==> config.mk <==
export PLATFORM = sky130hd
export DESIGN_NAME = ysyx_23060236_hazard_ctrl
export DESIGN_NICKNAME = d
export VERILOG_FILES = /design/src/rtl/ysyx_23060236_hazard_ctrl.sv
export SDC_FILE = /design/constraint.sdc
export NUM_CORES = 1
export LEC_CHECK = 0
export CORE_UTILIZATION = 50
export DETAILED_ROUTE_END_ITERATION = 10
export PLACE_DENSITY = 0.86
export SYNTH_ARGS = -nofsm -noshare
export SYNTH_HDL_FRONTEND = slang
export SYNTH_SLANG_ARGS = --single-unit
==> constraint.sdc <==
create_clock -name clock -period 7.2 [get_ports clock]
set_input_delay 1.44 -clock clock [delete_from_list [all_inputs] [get_ports clock]]
set_output_delay 1.44 -clock clock [all_outputs]
set_load 0.01 [all_outputs]
==> src/rtl/ysyx_23060236_hazard_ctrl.sv <==
// RAW hazard scoreboard between decode and execute for the RV32E pipeline.
// Tracks in-flight writes per architectural register, blocks dependent or
// saturating issues, forwards the retiring writeback value when it clears the
// last pending write, undoes killed issues and keeps stall statistics.
module ysyx_23060236_hazard_ctrl #(
  parameter int NR_REG = 16,
  parameter int CNT_W  = 2
) (
  input  logic                clock,
  input  logic                reset,
  input  logic                issue_valid,
  input  logic [3:0]          rs1,
  input  logic [3:0]          rs2,
  input  logic                need_rs1,
  input  logic                need_rs2,
  input  logic [3:0]          rd,
  input  logic                reg_wen,
  input  logic                exu_ready,
  output logic                issue_ready,
  input  logic [31:0]         src1_in,
  input  logic [31:0]         src2_in,
  output logic [31:0]         src1_out,
  output logic [31:0]         src2_out,
  input  logic                wb_valid,
  input  logic [3:0]          wb_rd,
  input  logic                wb_reg_wen,
  input  logic [31:0]         wb_val,
  input  logic                kill_valid,
  input  logic [3:0]          kill_rd,
  input  logic                kill_reg_wen,
  output logic                hazard,
  output logic [NR_REG-1:0]   busy_vec,
  output logic [31:0]         stall_cycles,
  output logic [31:0]         stall_events
);

  localparam logic [CNT_W-1:0] CNT_MAX = '1;
  localparam logic [CNT_W-1:0] CNT_ONE = CNT_W'(1);

  // Next in-flight count: add the issue, remove writeback and kill, then
  // clamp into [0, MAX] so a stray retire on an idle register cannot wrap.
  function automatic logic [CNT_W-1:0] cnt_next(
    input logic [CNT_W-1:0] cur,
    input logic             inc,
    input logic             dec_wb,
    input logic             dec_k
  );
    logic signed [CNT_W+1:0] sum;
    sum = $signed({2'b00, cur})
        + $signed({{(CNT_W+1){1'b0}}, inc})
        - $signed({{(CNT_W+1){1'b0}}, dec_wb})
        - $signed({{(CNT_W+1){1'b0}}, dec_k});
    if (sum[CNT_W+1]) begin
      return '0;
    end else if (sum > $signed({2'b00, CNT_MAX})) begin
      return CNT_MAX;
    end else begin
      return sum[CNT_W-1:0];
    end
  endfunction

  // A source stalls while a write to it remains pending after this cycle's
  // writeback; a single pending write retiring now is resolved by forwarding.
  function automatic logic src_blocked(
    input logic             need,
    input logic [3:0]       r,
    input logic [CNT_W-1:0] cnt,
    input logic             hit
  );
    return need & (r != 4'd0) & ((cnt > CNT_ONE) | ((cnt == CNT_ONE) & ~hit));
  endfunction

  // Forward only when the retiring write is the sole one outstanding; with
  // more pending, a younger write still owns the register.
  function automatic logic [31:0] fwd_sel(
    input logic [CNT_W-1:0] cnt,
    input logic             hit,
    input logic [31:0]      wbv,
    input logic [31:0]      rf
  );
    return ((cnt == CNT_ONE) & hit) ? wbv : rf;
  endfunction

  logic [CNT_W-1:0]  cnt_p1 [NR_REG];
  logic              hazard_q;

  logic [NR_REG-1:0] wb_hit_vec;
  logic [NR_REG-1:0] kill_vec;
  logic [NR_REG-1:0] inc_vec;
  logic              blk1;
  logic              blk2;
  logic              sat;
  logic              issue_fire;
  logic              stall_now;

  // Per-register decode of writeback, kill and issue events (x0 excluded).
  always_comb begin
    wb_hit_vec = '0;
    kill_vec   = '0;
    inc_vec    = '0;
    for (int r = 1; r < NR_REG; r++) begin
      wb_hit_vec[r] = wb_valid & wb_reg_wen & (wb_rd == 4'(r));
      kill_vec[r]   = kill_valid & kill_reg_wen & (kill_rd == 4'(r));
      inc_vec[r]    = issue_fire & reg_wen & (rd == 4'(r));
    end
  end

  // Issue decision and operand forwarding, all same-cycle.
  always_comb begin
    blk1        = src_blocked(need_rs1, rs1, cnt_p1[rs1], wb_hit_vec[rs1]);
    blk2        = src_blocked(need_rs2, rs2, cnt_p1[rs2], wb_hit_vec[rs2]);
    sat         = reg_wen & (rd != 4'd0) & (cnt_p1[rd] == CNT_MAX);
    hazard      = issue_valid & (blk1 | blk2 | sat);
    issue_ready = ~hazard & exu_ready & ~kill_valid;
    issue_fire  = issue_valid & issue_ready;
    stall_now   = issue_valid & hazard;
    src1_out    = fwd_sel(cnt_p1[rs1], wb_hit_vec[rs1], wb_val, src1_in);
    src2_out    = fwd_sel(cnt_p1[rs2], wb_hit_vec[rs2], wb_val, src2_in);
  end

  // Busy view of the scoreboard; x0 is never busy.
  always_comb begin
    busy_vec    = '0;
    for (int r = 1; r < NR_REG; r++) begin
      busy_vec[r] = |cnt_p1[r];
    end
  end

  // ---- stage boundary: scoreboard counters, visible the cycle after the edge
  always_ff @(posedge clock) begin
    cnt_p1[0] <= '0;
    for (int r = 1; r < NR_REG; r++) begin
      if (reset) begin
        cnt_p1[r] <= '0;
      end else begin
        cnt_p1[r] <= cnt_next(cnt_p1[r], inc_vec[r], wb_hit_vec[r], kill_vec[r]);
      end
    end
  end

  // ---- stage boundary: stall statistics, wrapping modulo 2^32
  always_ff @(posedge clock) begin
    if (reset) begin
      hazard_q     <= 1'b0;
      stall_cycles <= '0;
      stall_events <= '0;
    end else begin
      hazard_q <= stall_now;
      if (stall_now) begin
        stall_cycles <= stall_cycles + 32'd1;
      end
      if (stall_now & ~hazard_q) begin
        stall_events <= stall_events + 32'd1;
      end
    end
  end

endmodule

==> metrics.yaml <==
run_status:
  run_status: "completed"
synthesis:
  synth-xor-area-share_pct: 0.5620
  yosysMostFrequentCell: "dfxtp_1"
  synth_fa_ha_area_share_pct: 11.40
  yosys-top-cells-area: "dfxtp_1, mux2_2, ha_1, a21oi_1, mux4_2"
  synthTopCellsByCount: "dfxtp_1, nand2_1, a21oi_1, mux2_2, inv_1"
  yosys.area_share.simple_pct: 24.29
  synth_ff_type: "dfxtp_1"
  ys_types: 57
  synth_top_area_share_pct: 24.41
  async_flop_share_pct: 0
  synth_seq_cells: 95
  synthMuxAreaShare_pct: 17.12
  synth.cell_area_sq_um: 7792
  synth_nets: 1113
  synth_warnings: 0
  avgSynthCellArea_sq_um: 8.433
  yosys.area.top_type: "dfxtp_1"
  synth_edf_count: 0
  synth-compound-area-share_pct: 14.34
  synth_top_family_by_area: "simple AND/OR/NAND/NOR gates"
  postSynthCellCount: 924
  seq_area_frac_synth_pct: 24.41
setup_path:
  path_class: "in2out"
  cp_max_fo: 13
  critical_path_required_ns: 5.76
  cp-end-kind: "output port"
  cp_data_arrival_time_ns: 4.93
  critPathLaunchType: "input pin"
power:
  seqPwrFrac_pct: 40.3
  p_sw_share_pct: 28.57
  clockPowerShare_pct: 37.5
  vdd_drop_max_v: 0.0001300
  power_frac_comb_pct: 22.2
  internal_power_w: 0.0009584
  p_leak_nw: 4.028
  power_w: 0.001342
  p_switching_w: 0.0003834
  power_density_nw_per_um2: 124.5
sta:
  worstMarginPinSlew_ns: 1.020
  skew_ns: 0.006946
  slew_violations: 0
  max_slew_margin_pct: 31.97
  fmax_mhz: 157.0
  layout_min_cycle_time_ns: 6.368
  finalHoldViolCount: 0
  setup_tns_ns: 0
  finalCritPeriodShare_pct: 88.44
  rsz0062_at_grt: "false"
  finalSetupViolCount: 0
die:
  core_area_sq_um: 15200
  dieArea_sq_um: 16090
  dieHeight_um: 126.8
  initial_core_util_pct: 51.26
  io_pins: 273
  die_w_um: 126.8
  rows: 45
clocking:
  htree_levels: 3
  clock_latency_ns: 0.36
  cts_buffers: 9
  cts.sinks: 95
  clockBufferDepth: 2
  holdBufCountCts: 0
  ctsResizeCount: 0
  tritoncts: "yes"
  post-cts-setup-buffer-count: 0
  cts_root_buf: "clkbuf_16"
  clkTransAtPathRegs_ns: 0.07
route:
  wire_per_inst_um: 20.50
  drt_wl_total_um: 27680
  route.detailed.drc: 0
  ant_nets: 0
  vias: 8281
  vias_per_cell: 6.134
  dr.pass1.iters: 5
  drt_iter0_drc: 690
placement:
  dp_hpwl_um: 21470
  gp_congestion: 0.9654
  io_buffers: 271
finish:
  area_growth_pct: 38.29
  fin_util_pct: 70.89
  drive_gt1_share_pct: 12.46
  finish.net_count: 1340
global_routing:
  first_global_vias: 7536
  gr-total-overflow: 0
  grt_util_all_layers_pct: 33.24
  grt_pass1_wl_um: 41050
  grt_max_degree: 119
  grt_antenna_before_repair: 7
min_path:
  min_path_type: "reg2reg"
job:
  max-cap-violations: 0
## kinds of logic (layout without fill, tap and decap cells)
group,Yosys count,count (layout)
AO/OA/AOI/OAI,182,182
XOR/XNOR,5,5
adder cells (fa/ha/maj),62,62
buffers and inverters,131,363
flip-flops,95,95
multiplexers,103,103
other,1,7
AND/OR/NAND/NOR,345,345
## registers in the layout, summed over array words and instances, names as in the netlist
signal	count
stall_cycles	32
stall_events	32
cnt_p1	30
hazard_q	1
## critical path, stage by stage
cell and delay, ns:
clkdlybuf4s50_1 0.89, mux2_2 0.41, a22o_1 0.18, mux4_2 0.49
a31oi_1 0.25, o221a_4 0.27, nor2_1 0.06, nor3b_1 0.33
clkdlybuf4s50_1 0.60
## power by group through the flow
stage | logic (W) | registers (W) | clock network (W)
after floorplan | 0.000144 | 0.000548 | 0
after global placement | 0.000289 | 0.000552 | 0
after detailed placement | 0.000293 | 0.000552 | 0
after CTS | 0.000295 | 0.000540 | 0.000506
after global routing | 0.000316 | 0.000541 | 0.000534
final | 0.000298 | 0.000540 | 0.000503
## metrics by stage
step | hold WS (ns) | std cells | setup slack [ns] | instance area (sq um)
finish | 0.4918 | 1350 | 0.8323 | 10780
floorplan | 0.4959 | 924 | 2.106 | 7792
detailed placement | 0.4797 | 1328 | 0.8702 | 10450
global placement | 0.4637 | 1328 | 0.8304 | 10450
CTS | 0.4896 | 1344 | 0.8567 | 10760
global route | 0.5223 | 1349 | 0.7137 | 10770
## worst paths after layout
path,slack [ns],endpoint,from,cells past startpoint
max,0.83,issue_ready,rs2[1],9
min,0.49,stall_events[31],stall_events[31],2
max reg2reg,2.70,cnt_p1[1][1],cnt_p1[4][1],12
min reg2reg,0.49,stall_events[31],stall_events[31],2
## cells in the final DEF (no fill, tap or decap), types with 16 or more instances in the layout
cell type | Yosys | layout
clkdlybuf4s50_1 | 0 | 270
o21ai_0 | 30 | 30
o31ai_1 | 41 | 41
or4_1 | 40 | 40
mux2_2 | 77 | 77
inv_1 | 69 | 69
dfxtp_1 | 95 | 95
nand3_1 | 30 | 30
nand4_1 | 18 | 18
nor4_1 | 16 | 16
nor2_1 | 53 | 52
or2_2 | 20 | 20
nand2_1 | 84 | 84
nor2b_1 | 18 | 18
a21oi_1 | 81 | 81
ha_1 | 47 | 47
## final cells by class
| class | instances | area [sq um] |
|---|---|---|
| fill | 1184 | 4425 |
| tap | 188 | 235.2 |
| multi-input combinational | 698 | 5296 |
| clock inverter | 7 | 83.83 |
| inverter | 69 | 259.0 |
| clock buffer | 9 | 225.2 |
| timing repair buffer | 278 | 2760 |
| antenna | 6 | 15.01 |
| sequential | 95 | 1902 |
## layer usage
layer / GRT usage (%) / wire (um)
met1: 38.37 / 10330
met2: 55.04 / 13350
met3: 7.634 / 2480
met4: 22.41 / 1504
met5: 0 / 18
No activity file was read; power rests on OpenSTA's default activity.
